===== config.mk =====
export PLATFORM = sky130hd
export DESIGN_NAME = vector_addsub_pipe
export DESIGN_NICKNAME = d
export VERILOG_FILES = /design/src/rtl/vector_pkg.sv /design/src/rtl/vector_lane.sv /design/src/rtl/vector_addsub_pipe.sv
export SDC_FILE = /design/constraint.sdc
export NUM_CORES = 1
export LEC_CHECK = 0
export BUFFER_PORTS_ARGS = -buffer_cell sky130_fd_sc_hd__clkbuf_2
export CAP_MARGIN = 20
export CORE_MARGIN = 5
export CORE_UTILIZATION = 55
export CTS_CLUSTER_DIAMETER = 40
export DETAILED_ROUTE_END_ITERATION = 8
export GPL_ROUTABILITY_DRIVEN = 0
export HOLD_SLACK_MARGIN = 0.05
export PLACE_DENSITY = 0.79
export REMOVE_ABC_BUFFERS = 1
export SLEW_MARGIN = 20
export SYNTH_ARGS = -nofsm -noshare
export SYNTH_HDL_FRONTEND = slang
export SYNTH_SLANG_ARGS = --single-unit

===== constraint.sdc =====
create_clock -name clock -period 2.6 [get_ports clock]
set_clock_uncertainty 0.1 [all_clocks]
set_input_delay 0.13 -clock clock [delete_from_list [all_inputs] [get_ports clock]]
set_output_delay 0.13 -clock clock [all_outputs]
set_load 0.02 [all_outputs]

===== src/rtl/vector_pkg.sv =====
// Shared definitions for the SIMD vector add/sub/accumulate pipeline.
// Contents: the operation encoding, a lane-slice helper and the parameter legality check.
package vector_pkg;

    typedef enum logic [1:0] {
        OP_ADD = 2'b00,
        OP_SUB = 2'b01,
        OP_ACC = 2'b10,
        OP_CLR = 2'b11
    } op_t;

    // LSB position of lane `lane` in a packed vector of `width`-bit lanes.
    function automatic int unsigned lane_lsb(input int unsigned lane, input int unsigned width);
        return lane * width;
    endfunction

    function automatic bit params_legal(input int unsigned lanes, input int unsigned width,
                                        input int unsigned stages, input int unsigned saturate);
        return (lanes >= 1) && (width >= 2) && (stages >= 1) && (saturate <= 1);
    endfunction

endpackage


===== src/rtl/vector_lane.sv =====
// One SIMD lane: combinational add/sub/accumulate with optional saturation, plus the lane's
// accumulator register.
// Ports:
//   clk_i, rst_ni  clock, asynchronous active-low reset
//   op_i           operation for the beat being offered
//   accept_i       beat accepted this cycle (only then does the accumulator change)
//   a_i, b_i       lane operands
//   res_o, ovf_o   lane result and carry/borrow flag for the offered beat
module vector_lane
    import vector_pkg::*;
#(
    parameter int unsigned Width    = 8,
    parameter bit          Saturate = 1'b0
) (
    input  logic             clk_i,
    input  logic             rst_ni,
    input  op_t              op_i,
    input  logic             accept_i,
    input  logic [Width-1:0] a_i,
    input  logic [Width-1:0] b_i,
    output logic [Width-1:0] res_o,
    output logic             ovf_o
);

    logic [Width-1:0] acc_q, acc_d;
    logic [Width:0]   sum_ext, diff_ext, acc_ext;

    always_comb begin
        sum_ext  = {1'b0, a_i} + {1'b0, b_i};
        // The extra MSB of the difference is the borrow, i.e. a < b.
        diff_ext = {1'b0, a_i} - {1'b0, b_i};
        acc_ext  = {1'b0, acc_q} + {1'b0, a_i};
        res_o    = '0;
        ovf_o    = 1'b0;
        acc_d    = acc_q;
        unique case (op_i)
            OP_ADD: begin
                ovf_o = sum_ext[Width];
                res_o = (Saturate && ovf_o) ? '1 : sum_ext[Width-1:0];
            end
            OP_SUB: begin
                ovf_o = diff_ext[Width];
                res_o = (Saturate && ovf_o) ? '0 : diff_ext[Width-1:0];
            end
            OP_ACC: begin
                ovf_o = acc_ext[Width];
                res_o = (Saturate && ovf_o) ? '1 : acc_ext[Width-1:0];
                // The accumulator keeps the clamped value when saturating.
                if (accept_i) acc_d = res_o;
            end
            OP_CLR: begin
                if (accept_i) acc_d = '0;
            end
            default: ;
        endcase
    end

    always_ff @(posedge clk_i or negedge rst_ni) begin
        if (!rst_ni) acc_q <= '0;
        else         acc_q <= acc_d;
    end

endmodule


===== src/rtl/vector_addsub_pipe.sv =====
// Parametrised SIMD vector add/subtract/accumulate pipeline with valid/ready handshake and
// full backpressure. Arithmetic happens on acceptance into stage 1; later stages only move data.
// Ports:
//   clock, reset          clock, asynchronous active-low reset
//   in_valid / in_ready   input handshake (in_ready never depends on in_valid)
//   op, a, b              operation and packed lane operands (lane i at [i*WIDTH +: WIDTH])
//   out_valid / out_ready output handshake
//   y, ovf                packed lane results and per-lane carry/borrow flags
module vector_addsub_pipe
    import vector_pkg::*;
#(
    parameter int unsigned LANES    = 4,
    parameter int unsigned WIDTH    = 8,
    parameter int unsigned STAGES   = 2,
    parameter int unsigned SATURATE = 0
) (
    input  logic                   clock,
    input  logic                   reset,
    input  logic                   in_valid,
    output logic                   in_ready,
    input  logic [1:0]             op,
    input  logic [LANES*WIDTH-1:0] a,
    input  logic [LANES*WIDTH-1:0] b,
    output logic                   out_valid,
    input  logic                   out_ready,
    output logic [LANES*WIDTH-1:0] y,
    output logic [LANES-1:0]       ovf
);

    localparam int unsigned VecW = LANES * WIDTH;

    if (!params_legal(LANES, WIDTH, STAGES, SATURATE)) begin : g_param_err
        $error("vector_addsub_pipe: illegal parameter set");
    end

    op_t                             op_s;
    logic                            accept;
    logic [VecW-1:0]                 res;
    logic [LANES-1:0]                res_ovf;
    logic [STAGES-1:0]               valid_q, valid_d, advance;
    logic [STAGES-1:0][VecW-1:0]     data_q, data_d;
    logic [STAGES-1:0][LANES-1:0]    flag_q, flag_d;

    assign op_s = op_t'(op);

    for (genvar i = 0; i < LANES; i++) begin : g_lane
        vector_lane #(
            .Width    (WIDTH),
            .Saturate (SATURATE != 0)
        ) u_lane (
            .clk_i    (clock),
            .rst_ni   (reset),
            .op_i     (op_s),
            .accept_i (accept),
            .a_i      (a[lane_lsb(i, WIDTH) +: WIDTH]),
            .b_i      (b[lane_lsb(i, WIDTH) +: WIDTH]),
            .res_o    (res[lane_lsb(i, WIDTH) +: WIDTH]),
            .ovf_o    (res_ovf[i])
        );
    end

    // A stage moves on when it holds a beat and there is room downstream: either the sink
    // takes the output, or some later stage is empty (bubbles collapse in one cycle).
    always_comb begin
        logic path_free;
        path_free = out_ready;
        advance   = '0;
        for (int s = int'(STAGES) - 1; s >= 0; s--) begin
            advance[s] = valid_q[s] && path_free;
            path_free  = path_free || !valid_q[s];
        end
    end

    assign in_ready = reset && (!valid_q[0] || advance[0]);
    assign accept   = in_valid && in_ready;

    always_comb begin
        valid_d = valid_q;
        data_d  = data_q;
        flag_d  = flag_q;

        valid_d[0] = accept || (valid_q[0] && !advance[0]);
        if (accept) begin
            data_d[0] = res;
            flag_d[0] = res_ovf;
        end

        for (int s = 1; s < int'(STAGES); s++) begin
            valid_d[s] = advance[s-1] || (valid_q[s] && !advance[s]);
            if (advance[s-1]) begin
                data_d[s] = data_q[s-1];
                flag_d[s] = flag_q[s-1];
            end
        end
    end

    always_ff @(posedge clock or negedge reset) begin
        if (!reset) begin
            valid_q <= '0;
            data_q  <= '0;
            flag_q  <= '0;
        end else begin
            valid_q <= valid_d;
            data_q  <= data_d;
            flag_q  <= flag_d;
        end
    end

    assign out_valid = valid_q[STAGES-1];
    assign y         = data_q[STAGES-1];
    assign ovf       = flag_q[STAGES-1];

endmodule


==> results.yml <==
outcome:
  status: "finished, final reports clean"
cts:
  root_buffer: "clkbuf_16"
  hold_buffers: 3
  numCtsBuffers: 9
  cts.sink_count: 106
  clock_latency_ns: 0.36
  postCtsSetupBuffers: 0
  cts-resized-gates: 0
  cts_tree: "yes"
  clkTransAtPathRegs_ns: 0.08
  clockBufferDepth: 2
  cts-htree-levels: 3
route:
  drtIter0Drc: 505
  wl_met1_mm: 8.96
  met3_length_mm: 1.01
  wl_per_cell_um: 17.1
  ant_nets: 0
  post_drt_via_cell_ratio: 5.78
  highest_layer: "met4"
  dr_wl_met2_mm: 9.38
  via_count: 6704
  routed_wl_mm: 19.9
  drc_errors: 0
  firstDrtPassIters: 5
global_routing:
  grt_antenna_before_repair: 0
  track_usage_pct: 23.0
  grt_max_degree: 69
  grt_pass1_wl_mm: 33.1
  grt_pass1_vias: 6786
  grt.overflow.total: 0
sta:
  setup_viol_count_final: 0
  period_share_pct: 90.2
  maxSlewHeadroom_pct: 39.4
  fmax_mhz: 426
  rsz0062_at_grt: "false"
  fin_tns_setup_ns: 0
  fin_ws_ns: 0.254
  hold_violations: 0
  min_period_ns: 2.35
  worstMarginPinSlew_ns: 0.909
  hold_slack_ns: 0.0640
  slew_viol_final: 0
cells_and_area:
  final_cell_mix: "dfrtp_1, clkbuf_2, ha_1"
  final_util_pct: 62.3
  area_growth_pct: 10.0
  fin_nets: 1152
  diodes: 0
  instances_no_fill: 1160
  fin_area_um2: 9120
  drive_gt1_share_pct: 19.8
placement:
  hpwl_mm: 15.1
  place_ws_ns: 0.263
  place_area_um2: 8800
  io_buffers: 107
  dp.cells: 1141
yosys:
  synth_edf_count: 0
  synth_top_area_share_pct: 32.0
  synth_ff_type: "dfrtp_1"
  synth_area_leaders: "dfrtp_1, ha_1, mux2_2, a21oi_1, inv_1"
  yosys.area.top_type: "dfrtp_1"
  netlist_instances: 902
  synth_warnings: 0
  ys_seq_area_share_pct: 32.0
  syn_area_um2: 8290
  syn_area_per_cell_um2: 9.19
  async_flop_share_pct: 100
  synth_seq_cells: 106
  synth_cell_types: 60
floorplan:
  placementRows: 44
  pin_count: 108
  die_h_um: 133
  fp.dieW_um: 133
  core-area_um2: 14600
  die-area_um2: 17600
  initial_core_util_pct: 56.6
critical_path:
  worstSetupPathDepth: 8
  critPathMostFrequentCell: "nand4_1"
  cp_top_family: "simple AND/OR/NAND/NOR gates"
  critPathMaxStageDelay_ns: 0.42
  critPathMaxFanout: 4
  critPathLaunchType: "register"
  cp_num_buf_inv: 0
  required_ns: 2.73
  cp-end-kind: "register"
  reg2regPathDepth: 8
  cp_cell_sequence: "ha_1 -> fa_1 -> a21o_1 -> a21oi_1 -> nor2b_1 -> or4_1 -> nand4_1 -> nand4_1"
  timing_worst_setup_path_type: "register to register"
  critPathArrivalTime_ns: 2.47
  crit_slowest_cell: "or4_1"
hold_path:
  whs_path_depth: 2
  hold_class: "input port to register"
flow_run:
  maxCapViolations: 0
power:
  ir_worst_vdd_mv: 0.418
  p_leak_nw: 4.53
  total_power_mw: 6.55
  powerDensity_nw_per_um2: 719
-- final timing paths --
check / slack, ns / startpoint / end
hold reg to reg: 0.38 / data_q[12] / data_q[12]
setup reg to reg: 0.25 / g_lane[2].u_lane.acc_q[0] / flag_q[2]
hold / removal: 0.06 / op[0] / g_lane[2].u_lane.acc_q[2]
setup / recovery: 0.25 / g_lane[2].u_lane.acc_q[0] / flag_q[2]
max in group asynchronous: 0.80 / reset / flag_q[1]
min in group asynchronous: 0.33 / reset / y[24]
-- state kept, by name, summed over array words and instances, names as in the netlist --
signal,cells
y,32
data_q,32
ovf,4
g_lane.u_lane.acc_q,32
flag_q,4
valid_q,2
-- area by class of cell --
cell class,instances,area (um2)
clock buffer,10,239
fill,1263,5530
multi-input combinational,646,4930
timing repair buffer,132,733
sequential,106,2650
tap,184,230
inverter,76,285
clock inverter,6,48.8
-- power by group --
part,total [mW],switching (mW),internal (mW)
sequential,2.45,0.295,2.16
combinational,2.74,1.52,1.22
clock,1.36,0.674,0.687
-- worst reg2reg max path, delay by kind of cell (launching register included) --
kind | cells | cell delay [ns]
compound gates | 2 | 0.35
fa+ha+maj | 2 | 0.64
flops | 1 | 0.39
simple gates | 4 | 0.74
-- cells in the mapped netlist, drive strengths merged (4+ instances only) --
master  number
dfrtp      106
ha          99
inv         76
nand2       66
a21oi       61
o21ai       54
nor2        53
buf         41
mux2        38
clkbuf      33
xnor2       23
a21o        20
o21a        20
nor2b       17
xor2        17
nor3        13
a31oi       12
fa          12
nand2b      11
o31ai       11
o221ai      10
o21bai       9
a211oi       8
o211ai       7
o31a         7
or2          7
nand3        6
nor4         6
a22o         5
mux2i        5
a211o        4
nand3b       4
o41ai        4
or4          4
-- routing by layer --
metal  vias to the layer above  GRT usage, %
met3                        38          3.42
met4                         0          8.43
met2                       177          38.1
met5                         -             0
met1                      3219          30.8
li1                       3270             -
-- cell families after synthesis --
group	Yosys count	share of synthesized area, %
compound gates	256	20.5
flops	106	32.0
buf+inv	150	8.50
simple gates	196	11.1
fa+ha+maj	111	17.8
mux	43	5.77
xor+xnor	40	4.23
Power figures use the tool's default switching activity.
